==> src/rtl/i2c_control_unit.sv <==
// Single-byte I2C master sequencer driving the data unit's control inputs.
// Optional macro I2C_CTRL_NACK_ABORT_EN: a NACK jumps straight to STOP.
module i2c_control_unit (
  input  logic        clock,
  input  logic        Reset,
  input  logic        Go,
  input  logic [6:0]  SlaveAddress,
  input  logic        RW,
  input  logic [7:0]  WriteData,
  input  logic [19:0] BaudRate,
  input  logic [29:0] ClockFrequency,
  input  logic        SDA,
  output logic        SCL,
  output logic [7:0]  SentData,
  output logic        WriteLoad,
  output logic        ReadorWrite,
  output logic        ShiftorHold,
  output logic        Select,
  output logic        StartStopAck,
  output logic        Busy,
  output logic        Done,
  output logic        AckError
);

`ifdef I2C_CTRL_NACK_ABORT_EN
  localparam logic AbortEn = 1'b1;
`else
  localparam logic AbortEn = 1'b0;
`endif

  typedef enum logic [2:0] {
    sIdle, sStart, sAddr, sAck1, sData, sAck2, sStop, sDone
  } stateT;

  stateT       state, nState;
  logic [1:0]  quarter, nQuarter;
  logic [2:0]  bitCnt, nBitCnt;
  logic [30:0] acc, nAcc, sum;
  logic [6:0]  addrR, nAddr;
  logic        rwR, nRw;
  logic [7:0]  dataR, nData;
  logic [19:0] baudR, nBaud;
  logic [29:0] cfR, nCf;
  logic [7:0]  nSent;
  logic        nLoad, nShift, nAckErr;
  logic        nScl, nSel, nSsa, nRow, nBusy, nDone;
  logic        qtick, goOk, accept;

  assign sum    = acc + {9'd0, baudR, 2'b00};
  assign qtick  = Busy && (sum >= {1'b0, cfR});
  assign goOk   = (BaudRate != 20'd0) &&
                  ({2'b00, ClockFrequency} >= {10'd0, BaudRate, 2'b00});
  assign accept = (state == sIdle) && Go && goOk;

  // State, accumulator, latched request and registered outputs
  always_ff @(posedge clock) begin
    if (Reset) begin
      state        <= sIdle;
      quarter      <= 2'd0;
      bitCnt       <= 3'd0;
      acc          <= '0;
      addrR        <= '0;
      rwR          <= 1'b0;
      dataR        <= '0;
      baudR        <= '0;
      cfR          <= '0;
      SentData     <= 8'h00;
      WriteLoad    <= 1'b0;
      ShiftorHold  <= 1'b0;
      AckError     <= 1'b0;
      SCL          <= 1'b1;
      Select       <= 1'b0;
      StartStopAck <= 1'b1;
      ReadorWrite  <= 1'b0;
      Busy         <= 1'b0;
      Done         <= 1'b0;
    end else begin
      state        <= nState;
      quarter      <= nQuarter;
      bitCnt       <= nBitCnt;
      acc          <= nAcc;
      addrR        <= nAddr;
      rwR          <= nRw;
      dataR        <= nData;
      baudR        <= nBaud;
      cfR          <= nCf;
      SentData     <= nSent;
      WriteLoad    <= nLoad;
      ShiftorHold  <= nShift;
      AckError     <= nAckErr;
      SCL          <= nScl;
      Select       <= nSel;
      StartStopAck <= nSsa;
      ReadorWrite  <= nRow;
      Busy         <= nBusy;
      Done         <= nDone;
    end
  end

  // Next state on quarter ticks, then outputs decoded from the next state
  always_comb begin
    nState   = state;
    nQuarter = quarter;
    nBitCnt  = bitCnt;
    nAcc     = acc;
    nAddr    = addrR;
    nRw      = rwR;
    nData    = dataR;
    nBaud    = baudR;
    nCf      = cfR;
    nSent    = SentData;
    nLoad    = 1'b0;
    nShift   = 1'b0;
    nAckErr  = AckError;
    nScl     = 1'b1;
    nSel     = 1'b0;
    nSsa     = 1'b1;
    nRow     = 1'b0;

    if (Busy) begin
      nAcc = qtick ? (sum - {1'b0, cfR}) : sum;
    end

    case (state)
      sIdle: begin
        if (accept) begin
          nState   = sStart;
          nQuarter = 2'd0;
          nBitCnt  = 3'd0;
          nAcc     = '0;
          nAddr    = SlaveAddress;
          nRw      = RW;
          nData    = WriteData;
          nBaud    = BaudRate;
          nCf      = ClockFrequency;
          nAckErr  = 1'b0;
        end
      end
      sDone: nState = sIdle;
      default: begin
        if (qtick) begin
          nQuarter = quarter + 2'd1;
          case (state)
            sStart: begin
              if (quarter == 2'd2) begin
                nSent = {addrR, rwR};
                nLoad = 1'b1;
              end
              if (quarter == 2'd3) begin
                nState  = sAddr;
                nBitCnt = 3'd0;
              end
            end
            sAddr: begin
              if (quarter == 2'd3) begin
                if (bitCnt == 3'd7) begin
                  nState = sAck1;
                end else begin
                  nShift  = 1'b1;
                  nBitCnt = bitCnt + 3'd1;
                end
              end
            end
            sAck1: begin
              if (quarter == 2'd2) begin
                if (SDA) nAckErr = 1'b1;
                if (!rwR && !(AbortEn && SDA)) begin
                  nSent = dataR;
                  nLoad = 1'b1;
                end
              end
              if (quarter == 2'd3) begin
                nBitCnt = 3'd0;
                nState  = (AbortEn && AckError) ? sStop : sData;
              end
            end
            sData: begin
              if (rwR && quarter == 2'd2) nShift = 1'b1;
              if (quarter == 2'd3) begin
                if (bitCnt == 3'd7) begin
                  nState = sAck2;
                end else begin
                  nShift  = !rwR;
                  nBitCnt = bitCnt + 3'd1;
                end
              end
            end
            sAck2: begin
              if (quarter == 2'd2 && !rwR && SDA) nAckErr = 1'b1;
              if (quarter == 2'd3) nState = sStop;
            end
            sStop: begin
              if (quarter == 2'd3) nState = sDone;
            end
            default: ;
          endcase
        end
      end
    endcase

    case (nState)
      sStart: begin
        nRow = 1'b1;
        nSsa = ~nQuarter[1];
      end
      sAddr: begin
        nScl = nQuarter[1];
        nSel = 1'b1;
        nRow = 1'b1;
      end
      sAck1: nScl = nQuarter[1];
      sData: begin
        nScl = nQuarter[1];
        nSel = !nRw;
        nRow = !nRw;
      end
      sAck2: begin
        nScl = nQuarter[1];
        nRow = nRw;
      end
      sStop: begin
        nScl = nQuarter[1];
        nRow = 1'b1;
        nSsa = (nQuarter == 2'd3);
      end
      default: ;
    endcase

    nBusy = (nState != sIdle) && (nState != sDone);
    nDone = (nState == sDone);
  end

endmodule

==> config.mk <==
export PLATFORM = sky130hd
export DESIGN_NAME = i2c_control_unit
export DESIGN_NICKNAME = d
export VERILOG_FILES = /design/src/rtl/i2c_control_unit.sv
export SDC_FILE = /design/constraint.sdc
export NUM_CORES = 1
export LEC_CHECK = 0
export BUFFER_PORTS_ARGS = -buffer_cell sky130_fd_sc_hd__buf_2
export CORE_MARGIN = 2
export CORE_UTILIZATION = 45
export DETAILED_ROUTE_END_ITERATION = 10
export GPL_ROUTABILITY_DRIVEN = 0
export PLACE_DENSITY = 0.64
export SYNTH_ARGS = -nofsm -noshare
export SYNTH_HDL_FRONTEND = slang
export SYNTH_SLANG_ARGS = --single-unit
export TNS_END_PERCENT = 100
==> constraint.sdc <==
create_clock -name clock -period 7.66 [get_ports clock]
set_input_delay 1.915 -clock clock [delete_from_list [all_inputs] [get_ports clock]]
set_output_delay 1.915 -clock clock [all_outputs]
set_load 0.1 [all_outputs]
## Word-level counts from Yosys, hierarchy flattened

Cells that the tools add are included.

| operators by class | value |
|---|---|
| add/subtract/negate cells | 4 |
| $lt $le $gt $ge | 2 |
| equality and inequality tests | 29 |
| mux-type cells | 52 |
| bitwise logic cells | 5 |
| reduce and logical (&&, ||, !) cells | 28 |

Operators with widths:

| kind | number |
|---|---|
| 31-bit 2-to-1 mux | 4 |
| 3-bit 2-to-1 mux | 15 |
| 31-bit by 22-bit adder with 31-bit output | 1 |
| 31-bit by 30-bit greater-or-equal comparator with 1-bit output | 1 |
| 31-bit by 30-bit subtractor with 31-bit output | 1 |
| 30-bit by 22-bit greater-or-equal comparator with 1-bit output | 1 |
| 3-bit == test (second input constant) | 9 |
| 8-bit 2-to-1 mux | 3 |
| 20-bit nonzero test | 1 |
| 3-bit case mux with 2 select lines | 3 |
| 3-bit case mux with 6 select lines | 1 |
| 8-bit case mux with 2 select lines | 1 |
| 1-bit 2-to-1 mux | 15 |
| 3-bit != test (second input constant) | 5 |
| 7-bit AND reduction | 2 |
| 3-bit by 2-bit == test with 1-bit output (second input constant) | 4 |
| 1-bit case mux with 2 select lines | 6 |
| 3-bit nonzero test | 3 |
| 1-bit logical AND | 8 |
| 2-bit != test (second input constant) | 4 |
| 2-bit OR reduction | 4 |
| 2-bit == test (second input constant) | 3 |
| 3-bit by 1-bit == test with 1-bit output (second input constant) | 2 |
| 3-bit by 1-bit != test with 1-bit output (second input constant) | 2 |
| 14 further kinds | 21 |

| word-level totals | value |
|---|---|
| register bits | 122 |
| input bits | 70 |
| output and inout port bits | 17 |

## Longest topological paths before layout

| logic depth | value |
|---|---|
| word-level depth | 10 |
| gate-level depth with buffers | 24 |

## Worst setup path after synthesis

No wires, ideal clock.

| timing | value |
|---|---|
| kind | reg2reg |
| start point | register acc[3] |
| end point | register StartStopAck |
| arrival | 4736 ps |
| data required time | 7517 ps |
| slack | 2781 ps |
| cell stages (with the launch flop) | 23 |
| buffers on the path | 1 |
| clock period less this slack | 4879 ps |
| cells stage by stage | dfxtp_1 > ha_1 > a21o_1 > a21oi_1 > o21bai_1 > a31o_2 > o211a_1 > a41oi_1 > o31ai_1 > nand2_1 > xnor2_1 > ha_1 > a21o_1 > a21oi_1 > nor2b_1 > or2_2 > a31o_2 > or3_1 > buf_2 > a31oi_4 > nand2_2 > a2111oi_2 > a31oi_1 |

| on the way | value |
|---|---|
| cells in the longest elaborated chain, start to end | 7 |
| elaborated cells between the ends (all ways) | 12 |

RTL lines:

| what | line | source |
|---|---|---|
| start: declaration | 38 | `logic [30:0] acc, nAcc, sum;` |
| start signal: assignment | 81 | `acc <= nAcc;` |
| 31-bit by 22-bit adder with 31-bit output (*) | 49 | `assign sum = acc + {9'd0, baudR, 2'b00};` |
| 31-bit by 30-bit greater-or-equal comparator with 1-bit output (*) | 50 | `assign qtick = Busy && (sum >= {1'b0, cfR});` |
| 1-bit logical AND (*) | 50 |  |
| 3-bit 2-to-1 mux or 2-bit 2-to-1 mux (tied branches) | 141 | `if (qtick) begin` |
| 3-bit case mux with 2 select lines or 2-bit case mux with 2 select lines (tied branches) | 124 | `case (state)` |
| 3-bit == test (tied with other cells) | 201 | `case (nState)` |
| 1-bit case mux with 2 select lines (*) | 201 |  |
| end signal: assignment | 93 | `StartStopAck <= nSsa;` |
| end: declaration | 19 | `output logic StartStopAck,` |

Every way passes the cells marked *; elsewhere a longest branch is shown, timed or not.
A chain may end at the register's enable or synchronous reset.

## Worst setup path in the final report

| timing | value |
|---|---|
| start point | register baudR[0] |
| end point | register acc[29] |

| on the way | value |
|---|---|
| cells in the longest elaborated chain, start to end | 7 |
| elaborated cells between the ends (all ways) | 8 |

RTL lines:

| what | line | source |
|---|---|---|
| start: declaration | 42 | `logic [19:0] baudR, nBaud;` |
| start signal: assignment | 85 | `baudR <= nBaud;` |
| 31-bit by 22-bit adder with 31-bit output (*) | 49 |  |
| 31-bit by 30-bit greater-or-equal comparator with 1-bit output | 50 |  |
| 1-bit logical AND | 50 |  |
| 31-bit 2-to-1 mux (*) | 121 | `nAcc = qtick ? (sum - {1'b0, cfR}) : sum;` |
| 31-bit 2-to-1 mux (*) | 120 | `if (Busy) begin` |
| 31-bit 2-to-1 mux | 126 | `if (accept) begin` |
| 31-bit 2-to-1 mux (*) | 124 |  |

Marks and branches as above.

==> flow_metrics.env <==
export IMPL_synth_commonest_cells="135 x nand2_1, 122 x dfxtp_1, 122 x nor2_1, 117 x a21oi_1, 77 x inv_1"
export IMPL_cts_tree="done"
export IMPL_cts_repair_resized=0
export IMPL_placed_area_mm2=0.008737
export IMPL_synth_area_top_cells="dfxtp_1 30%, ha_1 11%, a21oi_1 7.2%"
export IMPL_postLayoutCellArea_mm2=0.009363
export IMPL_p_sw_share_pct=38.84
export IMPL_r2r_cells=21
export IMPL_netlist_instances=1057
export IMPL_power_density_mw_per_mm2=284.1
export IMPL_vias_per_cell=5.532
export IMPL_setup_tns_ns=0
export IMPL_synth_seq_cells=122
export IMPL_hpwl_um=16400
export IMPL_drv_cap=0
export IMPL_hp_start="cfR[22]"
export IMPL_synth_top_cell_by_area="dfxtp_1"
export IMPL_ir_worst_vdd_mv=0.1829
export IMPL_power_mw=2.660
export IMPL_num_antenna_cells=0
export IMPL_syn_avg_cell_area_um2=7.681
export IMPL_outcome="complete, no violations"
export IMPL_holdBufCountCts=0
export IMPL_power_frac_comb_pct=40.8
export IMPL_grt_pass1_vias=7106
export IMPL_cts_path_max_buffers=2
export IMPL_clock_skew_final_ns=0.008553
export IMPL_regArea_mm2=0.002444
export IMPL_worstPathMaxFanout=22
export IMPL_ys_dominant_reg_cell="dfxtp_1"
export IMPL_cts_root_buf="clkbuf_16"
export IMPL_clock_latency_ns=0.42
export IMPL_synth_top_area_share_pct=30.08
export IMPL_place_ws_ns=1.911
export IMPL_yosysWarnings=0
export IMPL_reg2reg_to="acc[29]"
export IMPL_syn_to_final_growth_pct=15.32
export IMPL_slew_headroom_pct=42.85
export IMPL_die_x_um=138.3
export IMPL_cp_required_ns=8.01
export IMPL_holdPathStages=2
export IMPL_grtUsageTotal_pct=23.28
export IMPL_die_h_um=138.3
export IMPL_min_to="cfR[22]"
export IMPL_grt_overflow_total=0
export IMPL_drive_gt1_share_pct=13.68
export IMPL_n_fill_cell=1733
export IMPL_fin_util_pct=52.48
export IMPL_port_buffers=86
export IMPL_drt_pre_antenna_iters=5
export IMPL_wl_um=22080
export IMPL_antenna_found_initial=0
export IMPL_hold_path_class="reg2reg"
export IMPL_fin_nets=1273
export IMPL_fin_crit_ns=5.873
export IMPL_async_flop_share_pct=0
export IMPL_crit_arrival_ns=6.22
export IMPL_numCtsBuffers=17
export IMPL_post_cts_setup_buffers=0
export IMPL_switchingPower_mw=1.033
export IMPL_die_area_mm2=0.01913
export IMPL_finalCritPeriodShare_pct=76.67
export IMPL_initial_utilization_pct=45.51
export IMPL_seqPwrFrac_pct=26.9
export IMPL_setup_viol=0
export IMPL_reg2reg_slack_ns=1.79
export IMPL_ys_seq_area_share_pct=30.08
export IMPL_p_leak_nw=4.216
export IMPL_num_rows=49
export IMPL_core_area_mm2=0.01784
export IMPL_multiInputGateArea_mm2=0.005220
export IMPL_end_kind="register"
export IMPL_drc_errors=0
export IMPL_grt_max_degree=63
export IMPL_start_kind="register"
export IMPL_yosysMostFrequentCell="nand2_1"
export IMPL_ys_types=63
export IMPL_clk_pin_slew_worst_paths_ns=0.06
export IMPL_io_pins=87
export IMPL_final_max_slew_viol_count=0
export IMPL_synthesis_area_mm2=0.008119
export IMPL_synth_edf_count=0
export IMPL_timing_fmax_mhz=170.3
export IMPL_cts_sinks=122
export IMPL_antenna_left=0
export IMPL_finalHoldViolCount=0
export IMPL_critical_path_class="reg2reg"
export IMPL_drtIter0Drc=664
export IMPL_cts_max_level=4
export IMPL_worst_pin_slew_ns=0.8500
export IMPL_clkPwrFrac_pct=32.3
export IMPL_syn_num_nets=1203
export IMPL_grt_pass1_wl_um=36160
export IMPL_timing_rr_start="baudR[0]"
export IMPL_rsz0062_at_grt="no"
export IMPL_intPower_mw=1.627
export IMPL_post_drt_wl_per_cell_um=16.13
export IMPL_dr_total_vias=7573
export IMPL_fin_ws_ns=1.787
[layer usage]
| metal | up-vias | global-route usage [%] | share of wire [%] |
|---|---|---|---|
| met2 | 232 | 35.12 | 43 |
| li1 | 3829 | - | - |
| met1 | 3474 | 33.19 | 48 |
| met3 | 38 | 4.815 | 7.2 |
| met5 | - | 0 | 0 |
| met4 | 0 | 7.787 | 2.0 |
[worst max path at each step]
stage	from	endpoint	slack (ns)
final	baudR[0]	acc[29]	1.79
after global routing	acc[3]	AckError	1.44
after CTS	acc[3]	acc[29]	1.88
after detailed placement	acc[3]	acc[29]	1.91
after global placement	acc[3]	StartStopAck	2.02
after floorplan	acc[3]	StartStopAck	2.78
[critical path, cell delays in order (launching register included)]
cell and delay, ns:
dfxtp_1 0.34, ha_1 0.17, inv_1 0.06, fa_1 0.40, nand2b_1 0.19, a21oi_1 0.32
o21ai_0 0.22, a31o_2 0.32, o21ai_0 0.38, and2_1 0.29, nand2_1 0.10, xnor2_1 0.17
ha_1 0.39, a21o_1 0.14, a21oi_1 0.10, a21o_1 0.18, a21oi_2 0.26, or3_1 0.56
buf_4 0.38, nand2_1 0.21, or4_1 0.53, o22ai_1 0.11
[metrics by stage]
step / instances / hold slack, ns
global placement: 1337 / 0.4453
CTS: 1369 / 0.4545
detailed placement: 1337 / 0.4466
finish: 1369 / 0.4544
global route: 1369 / 0.4776
floorplan: 1057 / 0.4363
[state kept, by name, summed over array words and instances, names as in the netlist, 2 cells and up]
signal,cells
acc,31
cfR,30
baudR,20
SentData,8
dataR,8
addrR,7
bitCnt,3
state,3
quarter,2
[cell families (layout without fill, tap and decap cells)]
logic type / Yosys count / after routing / share of synthesized area, %
buffers and inverters: 121 / 204 / 5.779
AND/OR/NAND/NOR: 364 / 364 / 19.70
XOR/XNOR: 48 / 48 / 5.178
flip-flops: 122 / 122 / 30.08
AO/OA/AOI/OAI: 289 / 289 / 22.67
multiplexers: 37 / 37 / 4.700
adder cells (fa/ha/maj): 76 / 76 / 11.90
[layout by cell type, fill, tap and decap left out, types with 5 or more instances in the layout]
cell type  count
o31ai_1        5
clkbuf_16     17
ha_1          74
mux2_2         9
xnor2_1       39
a311oi_1       8
nand4_1       10
nand3_1       24
a31oi_1       15
inv_1         76
nor4_1        11
o21ai_0       44
o21bai_1       9
xor2_1         9
buf_4          9
o211ai_1       8
a211oi_1      10
a21oi_1      117
mux2i_1       28
a21o_1        28
dfxtp_1      121
nor2b_1        7
nand2b_1      14
o21a_1         9
nor2_1       122
buf_2         86
nand2_1      135
or3_1          5
nor3_1        17
[power groups by stage]
stage / Sequential, mW / Combinational (mW) / Clock, mW
finish: 0.715 / 1.09 / 0.859
global route: 0.721 / 1.20 / 0.897
CTS: 0.714 / 1.07 / 0.868
detailed placement: 0.728 / 1.06 / 0
global placement: 0.727 / 1.06 / 0
floorplan: 0.727 / 0.822 / 0
[area by class of cell]
type                       count  area share (%)
clock inverter                14           1.991
clock buffer                  18           4.691
timing repair buffer          95           5.319
tap                          229           3.060
sequential                   122           26.10
inverter                      77           3.087
multi-input combinational    814           55.75
(Power assumes the default switching activity.)
